File: src/rtl/branch_fwd_ctrl.sv
// rtl/branch_fwd_ctrl.sv - branch operand forwarding/stall control over a shifting producer scoreboard
// Optional stall counter is enabled with macro BRANCH_FWD_PERF_EN.
module branch_fwd_ctrl #(
  parameter int AW          = 5,
  parameter int DEPTH       = 3,
  parameter int SEL_W       = 2,
  parameter int ALU_LAT     = 1,
  parameter int LOAD_LAT    = 2,
  parameter int LAT_W       = 2,
  parameter int BRANCH_ONLY = 1
) (
  input  logic             clk,
  input  logic             rst_n,
  input  logic             id_valid,
  input  logic [AW-1:0]    id_rs,
  input  logic [AW-1:0]    id_rt,
  input  logic             id_branch,
  input  logic             id_regwr,
  input  logic [AW-1:0]    id_wrreg,
  input  logic             id_memrd,
  input  logic             flush,
  output logic             stall,
  output logic [SEL_W-1:0] fwd_rs_sel,
  output logic [SEL_W-1:0] fwd_rt_sel
`ifdef BRANCH_FWD_PERF_EN
  ,
  input  logic             perf_clr,
  output logic [31:0]      stall_cnt
`endif
);

  if ((1 << SEL_W) < (DEPTH + 1)) begin : g_bad_sel_w
    $error("branch_fwd_ctrl: SEL_W too narrow for DEPTH");
  end
  if ((ALU_LAT < 1) || (ALU_LAT > DEPTH) || (ALU_LAT >= (1 << LAT_W))) begin : g_bad_alu_lat
    $error("branch_fwd_ctrl: ALU_LAT out of range");
  end
  if ((LOAD_LAT < 1) || (LOAD_LAT > DEPTH) || (LOAD_LAT >= (1 << LAT_W))) begin : g_bad_load_lat
    $error("branch_fwd_ctrl: LOAD_LAT out of range");
  end

  logic             r_valid [DEPTH];
  logic [AW-1:0]    r_wrreg [DEPTH];
  logic [LAT_W-1:0] r_lat   [DEPTH];

  logic             w_check;
  logic             w_ins;
  logic             w_rs_haz;
  logic             w_rt_haz;
  logic [SEL_W:0]   w_rs_res;
  logic [SEL_W:0]   w_rt_res;

  // Youngest matching producer wins: {hazard, select}. A not-ready younger
  // match must hide any older ready copy of the same register.
  function automatic logic [SEL_W:0] f_lookup(input logic [AW-1:0] operand);
    logic           found;
    logic [SEL_W:0] res;
    found = 1'b0;
    res   = '0;
    for (int k = 0; k < DEPTH; k++) begin
      if (!found && r_valid[k] && (r_wrreg[k] == operand)) begin
        found = 1'b1;
        if (r_lat[k] == '0) begin
          res = {1'b0, SEL_W'(k + 1)};
        end else begin
          res = {1'b1, {SEL_W{1'b0}}};
        end
      end
    end
    return res;
  endfunction

  always_comb begin
    w_check  = id_valid && !flush && (id_branch || (BRANCH_ONLY == 0));
    w_rs_res = f_lookup(id_rs);
    w_rt_res = f_lookup(id_rt);
    w_rs_haz = w_check && (id_rs != '0) && w_rs_res[SEL_W];
    w_rt_haz = w_check && (id_rt != '0) && w_rt_res[SEL_W];
  end

  assign stall      = w_rs_haz | w_rt_haz;
  assign fwd_rs_sel = (w_check && (id_rs != '0)) ? w_rs_res[SEL_W-1:0] : '0;
  assign fwd_rt_sel = (w_check && (id_rt != '0)) ? w_rt_res[SEL_W-1:0] : '0;

  assign w_ins = id_valid && id_regwr && (id_wrreg != '0) && !stall && !flush;

  always_ff @(posedge clk or negedge rst_n) begin
    if (!rst_n) begin
      for (int k = 0; k < DEPTH; k++) begin
        r_valid[k] <= 1'b0;
        r_wrreg[k] <= '0;
        r_lat[k]   <= '0;
      end
    end else begin
      r_valid[0] <= w_ins;
      r_wrreg[0] <= w_ins ? id_wrreg : '0;
      r_lat[0]   <= w_ins ? (id_memrd ? LAT_W'(LOAD_LAT) : LAT_W'(ALU_LAT)) : '0;
      for (int k = 1; k < DEPTH; k++) begin
        r_valid[k] <= r_valid[k-1];
        r_wrreg[k] <= r_wrreg[k-1];
        r_lat[k]   <= (r_lat[k-1] == '0) ? '0 : (r_lat[k-1] - LAT_W'(1));
      end
    end
  end

`ifdef BRANCH_FWD_PERF_EN
  logic [31:0] r_stall_cnt;

  always_ff @(posedge clk or negedge rst_n) begin
    if (!rst_n) begin
      r_stall_cnt <= '0;
    end else if (perf_clr) begin
      r_stall_cnt <= '0;
    end else if (stall && (r_stall_cnt != 32'hFFFF_FFFF)) begin
      r_stall_cnt <= r_stall_cnt + 32'd1;
    end
  end

  assign stall_cnt = r_stall_cnt;
`endif

endmodule

File: config.mk
export PLATFORM = sky130hd
export DESIGN_NAME = branch_fwd_ctrl
export DESIGN_NICKNAME = d
export VERILOG_FILES = /design/src/rtl/branch_fwd_ctrl.sv
export SDC_FILE = /design/constraint.sdc
export NUM_CORES = 1
export LEC_CHECK = 0
export CORE_MARGIN = 5
export CORE_UTILIZATION = 52
export CTS_BUF_LIST = sky130_fd_sc_hd__clkbuf_8
export DETAILED_ROUTE_END_ITERATION = 16
export GPL_TIMING_DRIVEN = 0
export PLACE_DENSITY = 0.86
export SYNTH_ARGS = -nofsm -noshare
export SYNTH_HDL_FRONTEND = slang
export SYNTH_SLANG_ARGS = --single-unit
File: constraint.sdc
create_clock -name clk -period 2.5 [get_ports clk]
set_input_delay 0.375 -clock clk [delete_from_list [all_inputs] [get_ports clk]]
set_output_delay 0.375 -clock clk [all_outputs]
set_load 0.02 [all_outputs]
==> results by group, run 1 <==
Run status
  • Status: complete, but fails checks
  • Failing checks: setup timing

Floorplan
  • Die height: 59.5 um
  • Core area: 0.00241 sq mm
  • Row count: 18
  • Initial core utilization: 52.9%
  • Die area: 0.00354 sq mm
  • Die Wd: 59.5 um
  • Num ports: 27

Place
  • Dpl ws: -0.994 ns
  • Post-Place Cells: 170
  • IO Port Bufs: 26
  • Area post-placement: 0.00157 sq mm
  • GP Congestion: 0.748
  • HPWL after DPL: 2.31 mm

STA
  • Slew margin rel.: 31.0%
  • RSZ-0062 raised after global routing: yes
  • Slew at the pin closest to its max-slew limit: 1.03 ns
  • Setup TNS: -0.0203 ns
  • Fin crit share: 101%
  • Clk_skew: 0.00410 ns
  • Tmin final: 2.52 ns
  • Slew Viols, Final: 0
  • Fmax: 397 MHz
  • Final Hold Fails: 0
  • Final setup fails: 1
  • Final setup margin: -0.0203 ns

Global route
  • First-pass GRT wire length: 5.18 mm
  • Initial antenna violation count: 0
  • Largest net degree at the start of global routing: 25
  • GRT Util Overall: 19.6%
  • Vias in the first global route: 1131
  • GRT overflow: 0

Worst setup path
  • Worst setup SP type: register
  • Critical-path cell list: xor2_1 -> nor4_2 -> a311oi_2 -> a221oi_4 -> a211oi_4 -> or2_1 -> buf_6
  • Max incr delay on CP: 0.42 ns
  • WS Path Type: register to output pin
  • Crit path arrival time: 2.15 ns
  • CP Max Fanout: 3
  • Critical Path End Type: output pin
  • Critical R2R Launch: r_wrreg[7]$_DFF_PN0_
  • CP Data Required Time: 2.12 ns
  • CP startpoint: r_wrreg[7]$_DFF_PN0_
  • Slowest cell on crit path: dfrtp_1

Yosys
  • Register area share after synthesis: 47.1%
  • Number of enable flip-flop cells after synthesis: 0
  • Syn nets: 136
  • Main synth FF type: dfrtp_1
  • Distinct cells, synth: 29
  • Syn. warnings: 0
  • Post-synthesis async set-or-reset flop share: 100%
  • Yosys reg bits: 24
  • Mapped Area: 0.00127 sq mm
  • Post-Syn Instances: 114
  • Syn Area/Cell: 11.2 sq um

Clocking
  • CTS tree: yes
  • CTS H-tree lvls: 1
  • Clk root buf: clkbuf_8
  • Deepest clock path buffer count: 2
  • CTS buffer count: 3
  • Clk pin slew, worst setup/hold paths: 0.08 ns
  • Hold Buf Count CTS: 0
  • Worst skew pair latency: 0.26 ns
  • Sink Count: 24

Routing
  • Residual DRC: 0
  • Iteration-0 DRC Markers: 25
  • DRT antenna net count: 0
  • Total wire length: 3.28 mm
  • Vias: 1054
  • Via density: 5.89
  • Wire length per cell: 18.3 um
  • Pre-antenna DRT Iters: 4

Layout
  • Leading cell type in the layout, fill and taps excluded: dfrtp_1
  • Multi-input gate area: 753 sq um
  • Fin area: 0.00176 sq mm
  • Layout Cells excl Fill: 179
  • Area grow syn2layout: 38.3%
  • Fraction of layout cells with a size suffix above 1: 24.2%
  • Net count, final: 172
  • Filler cells: 156
  • FF/Latch Area: 602 sq um
  • Most frequent cells in the layout: dfrtp_1, xor2_1, xnor2_1
  • N_diodes: 0

Min path
  • Hold WC Path Type: register to register
  • Min-delay src: r_valid[2]$_DFF_PN0_

Power
  • Final Power: 0.860 mW
  • Maximum vdd drop: 0.433 mV
  • Leak pwr: 0.739 nW
  • Pwr dens: 488 mW/mm^2

Job
  • Max Cap Violations: 0
## synthesized netlist by cell type (2+ instances only)
library cell | instances | area [sq um]
or4_1 | 3 | 22.5
nor2_1 | 6 | 22.5
nor4_1 | 6 | 37.5
and2_1 | 2 | 12.5
nand2_1 | 4 | 15.0
and3_1 | 4 | 25.0
xnor2_1 | 14 | 123
o211ai_1 | 4 | 30.0
mux2i_1 | 2 | 20.0
nor2b_1 | 2 | 12.5
nor3_1 | 3 | 15.0
a21oi_1 | 2 | 10.0
nand3_1 | 4 | 20.0
xor2_1 | 16 | 140
nor4b_1 | 5 | 43.8
dfrtp_1 | 24 | 601
## cell type report
cell class                 instances  area share [%]
clock inverter                     1            1.70
clock buffer                       3            2.34
timing repair buffer              31            16.3
buffer                             1           0.426
sequential                        24            34.1
tap                               30            2.13
inverter                           1           0.213
multi-input combinational         88            42.7
## path summary, 6_finish.rpt
check,to,slack [ns],depth (start not counted)
min in group asynchronous,r_wrreg[7]$_DFF_PN0_,0.67,1
worst max register to register,r_wrreg[14]$_DFF_PN0_,0.28,8
worst min-delay path,r_valid[1]$_DFF_PN0_,0.42,0
worst min register to register,r_valid[1]$_DFF_PN0_,0.42,0
worst max-delay path,stall,-0.02,7
max in group asynchronous,r_wrreg[9]$_DFF_PN0_,1.15,1
## repair_timing
item	in CTS	in global routing
pin swaps	11	5
setup endpoints to repair	5	5
resized for setup	40	14
setup buffers	4	1
## logic make-up after synthesis
group	synth area share [%]
buffers and inverters	0.883
DFF	47.1
and+or+nand+nor	21.6
xor gates and xnor gates	20.6
muxes	1.57
AOI/OAI and AO/OA	8.24
## per-layer routing
layer  routed length, um  global-route usage, %
met4                 131                   8.54
met3                 154                   3.70
met2                1750                   35.6
met5                   0                      0
met1                1250                   22.0
## report_power, final
group	total [mW]	switching, mW	internal (mW)	leakage, nW
logic	0.117	0.0616	0.0550	0.376
registers	0.407	0.00984	0.397	0.328
clock network	0.336	0.122	0.214	0.0357
## worst max-delay path, delay by kind of cell, from the launching register on
family,cells,cell delay [ns]
and+or+nand+nor,2,0.62
AOI/OAI and AO/OA,3,0.55
DFF,1,0.42
xor gates and xnor gates,1,0.16
buffers and inverters,1,0.13
## through the flow
stage          utilization, %  hold slack, ns
2_1_floorplan               -          0.0794
6_report                 73.2           0.418
3_3_place_gp             65.3           0.394
3_5_place_dp             65.3           0.395
4_1_cts                  71.7           0.413
5_1_grt                  73.2           0.429
## sequential cells by signal (all words and copies together) (netlist names)
name,count
r_lat,6
r_valid,3
r_wrreg,15
(Power assumes the default switching activity.)
==> run 2, diff against run 1 <==
Settings changed: CORE_MARGIN 5 to 2, SKIP_CTS_REPAIR_TIMING set to 1.
==> results by group, run 2 (same netlist as run 1, synthesis figures left out) <==
Layout
  • Leading cell type in the layout, fill and taps excluded: dfrtp_1
  • Final Util: 79.6%
  • Net count, final: 174
  • Max reg flops: 15
  • Fin area: 0.00179 sq mm
  • Layout Cells excl Fill: 179
  • Fraction of layout cells with a size suffix above 1: 19.2%
  • N_diodes: 0
  • Area grow syn2layout: 40.7%
  • Top reg by flops: r_wrreg
  • Top flop regs: r_wrreg (15), r_lat (6), r_valid (3)
  • Most frequent cells in the layout: dfrtp_1, xnor2_1, xor2_1, dlymetal6s2s_1, clkdlybuf4s50_1

STA
  • Clk_skew: 0.00344 ns
  • Final setup fails: 1
  • Slew at the pin closest to its max-slew limit: 1.06 ns
  • Setup TNS: -0.151 ns
  • Fmax: 377 MHz
  • Tmin final: 2.65 ns
  • Final Hold Fails: 0
  • Final setup margin: -0.151 ns
  • RSZ-0062 raised after global routing: yes
  • Fin crit share: 106%
  • Slew margin rel.: 29.0%
  • Hold_ws: 0.442 ns
  • Slew Viols, Final: 0

Clocking
  • Sink Count: 24
  • Worst skew pair latency: 0.26 ns
  • Deepest clock path buffer count: 2
  • Clk root buf: clkbuf_8
  • CTS H-tree lvls: 1
  • Clk pin slew, worst setup/hold paths: 0.09 ns
  • CTS tree: yes
  • CTS buffer count: 3

Floorplan
  • Die area: 0.00286 sq mm
  • Die Wd: 53.5 um
  • Core area: 0.00225 sq mm
  • Num ports: 27
  • Initial core utilization: 56.5%
  • Die height: 53.5 um
  • Row count: 17

Worst setup path
  • Critical R2R Launch: r_wrreg[11]$_DFF_PN0_
  • CP Max Fanout: 4
  • Worst reg2reg path endpoint: r_wrreg[10]$_DFF_PN0_
  • Critical Path End Type: output pin
  • Worst setup SP type: register
  • Worst reg-to-reg setup slack: 0.32 ns
  • WS Path Type: register to output pin
  • CP Data Required Time: 2.12 ns
  • Worst r2r path cells: 8
  • Crit path arrival time: 2.28 ns

Global route
  • First-pass GRT wire length: 4.58 mm
  • Largest net degree at the start of global routing: 25
  • Vias in the first global route: 1068
  • Initial antenna violation count: 0
  • GRT overflow: 0
  • GRT Util Overall: 23.0%

Min path
  • Hold path cells: 1
  • Hold WC Path Type: register to register
  • Min-delay src: r_lat[2]$_DFF_PN0_
  • Hold EP: r_lat[0]$_DFF_PN0_

Power
  • Pwr dens: 483 mW/mm^2
  • Final Power: 0.866 mW
  • Maximum vdd drop: 0.381 mV
  • Leak pwr: 0.884 nW

Routing
  • Pre-antenna DRT Iters: 4
  • Iteration-0 DRC Markers: 18
  • Via density: 5.87
  • Wire length per cell: 18.0 um
  • Vias: 1051
  • Total wire length: 3.22 mm
  • DRT antenna net count: 0
  • Residual DRC: 0

Place
  • Dpl ws: -0.895 ns
  • Post-Place Cells: 168
  • IO Port Bufs: 26
  • Area post-placement: 0.00157 sq mm
  • GP Congestion: 0.821
  • HPWL after DPL: 2.11 mm

Run status
  • Failing checks: setup timing
  • Status: complete, but fails checks

Job
  • Max Cap Violations: 0
==> run 2: cell count changes in the layout (fill, tap and decap cells not counted), moves of 2 or more <==
cell             previous run  this run
clkdlybuf4s15_2             5         0
dlymetal6s2s_1              0        13
nor4_2                      5         3
buf_4                       6         8
dlygate4sd2_1               5         0
==> run 2: layout make-up <==
type	count	area, sq um
multi-input cells	88	738
flip-flops and latches	24	601
fillers	135	460
clock inverters	1	30.0
clock buffers	3	41.3
well taps	28	35.0
repair buffers	33	338
plain buffers	1	7.51
inverters	1	3.75
==> run 2: where the power goes <==
part | internal (mW) | leakage [nW] | switching [mW] | total [mW]
sequential | 0.397 | 0.329 | 0.0100 | 0.407
combinational | 0.0583 | 0.519 | 0.0623 | 0.121
clock | 0.214 | 0.0357 | 0.124 | 0.338
==> run 2: critical path, stage by stage (launching register included) <==
cell and delay, ns:
dfrtp_1 0.44, xor2_2 0.19, nor4_4 0.37, a311oi_1 0.18
a221oi_2 0.34, a211oi_4 0.08, or2_1 0.25, buf_4 0.16
==> run 2: how the worst max path moves through the flow <==
stage | startpoint | end | slack (ns) | cells past startpoint
2_1_floorplan | r_wrreg[8]$_DFF_PN0_ | stall | 0.37 | 6
3_5_place_dp | id_rs[3] | stall | -0.90 | 8
3_3_place_gp | id_rs[3] | stall | -0.84 | 8
6_report | r_wrreg[6]$_DFF_PN0_ | stall | -0.15 | 7
4_1_cts | id_rt[1] | stall | -0.94 | 8
5_1_grt | r_wrreg[6]$_DFF_PN0_ | stall | -0.25 | 7
==> run 2: layer usage <==
metal / global-route usage, % / up-vias / share of wire, %
li1: - / 482 / -
met1: 25.5 / 525 / 41
met2: 41.8 / 34 / 52
met3: 1.98 / 10 / 3.6
met4: 14.5 / 0 / 2.8
met5: 0 / - / 0
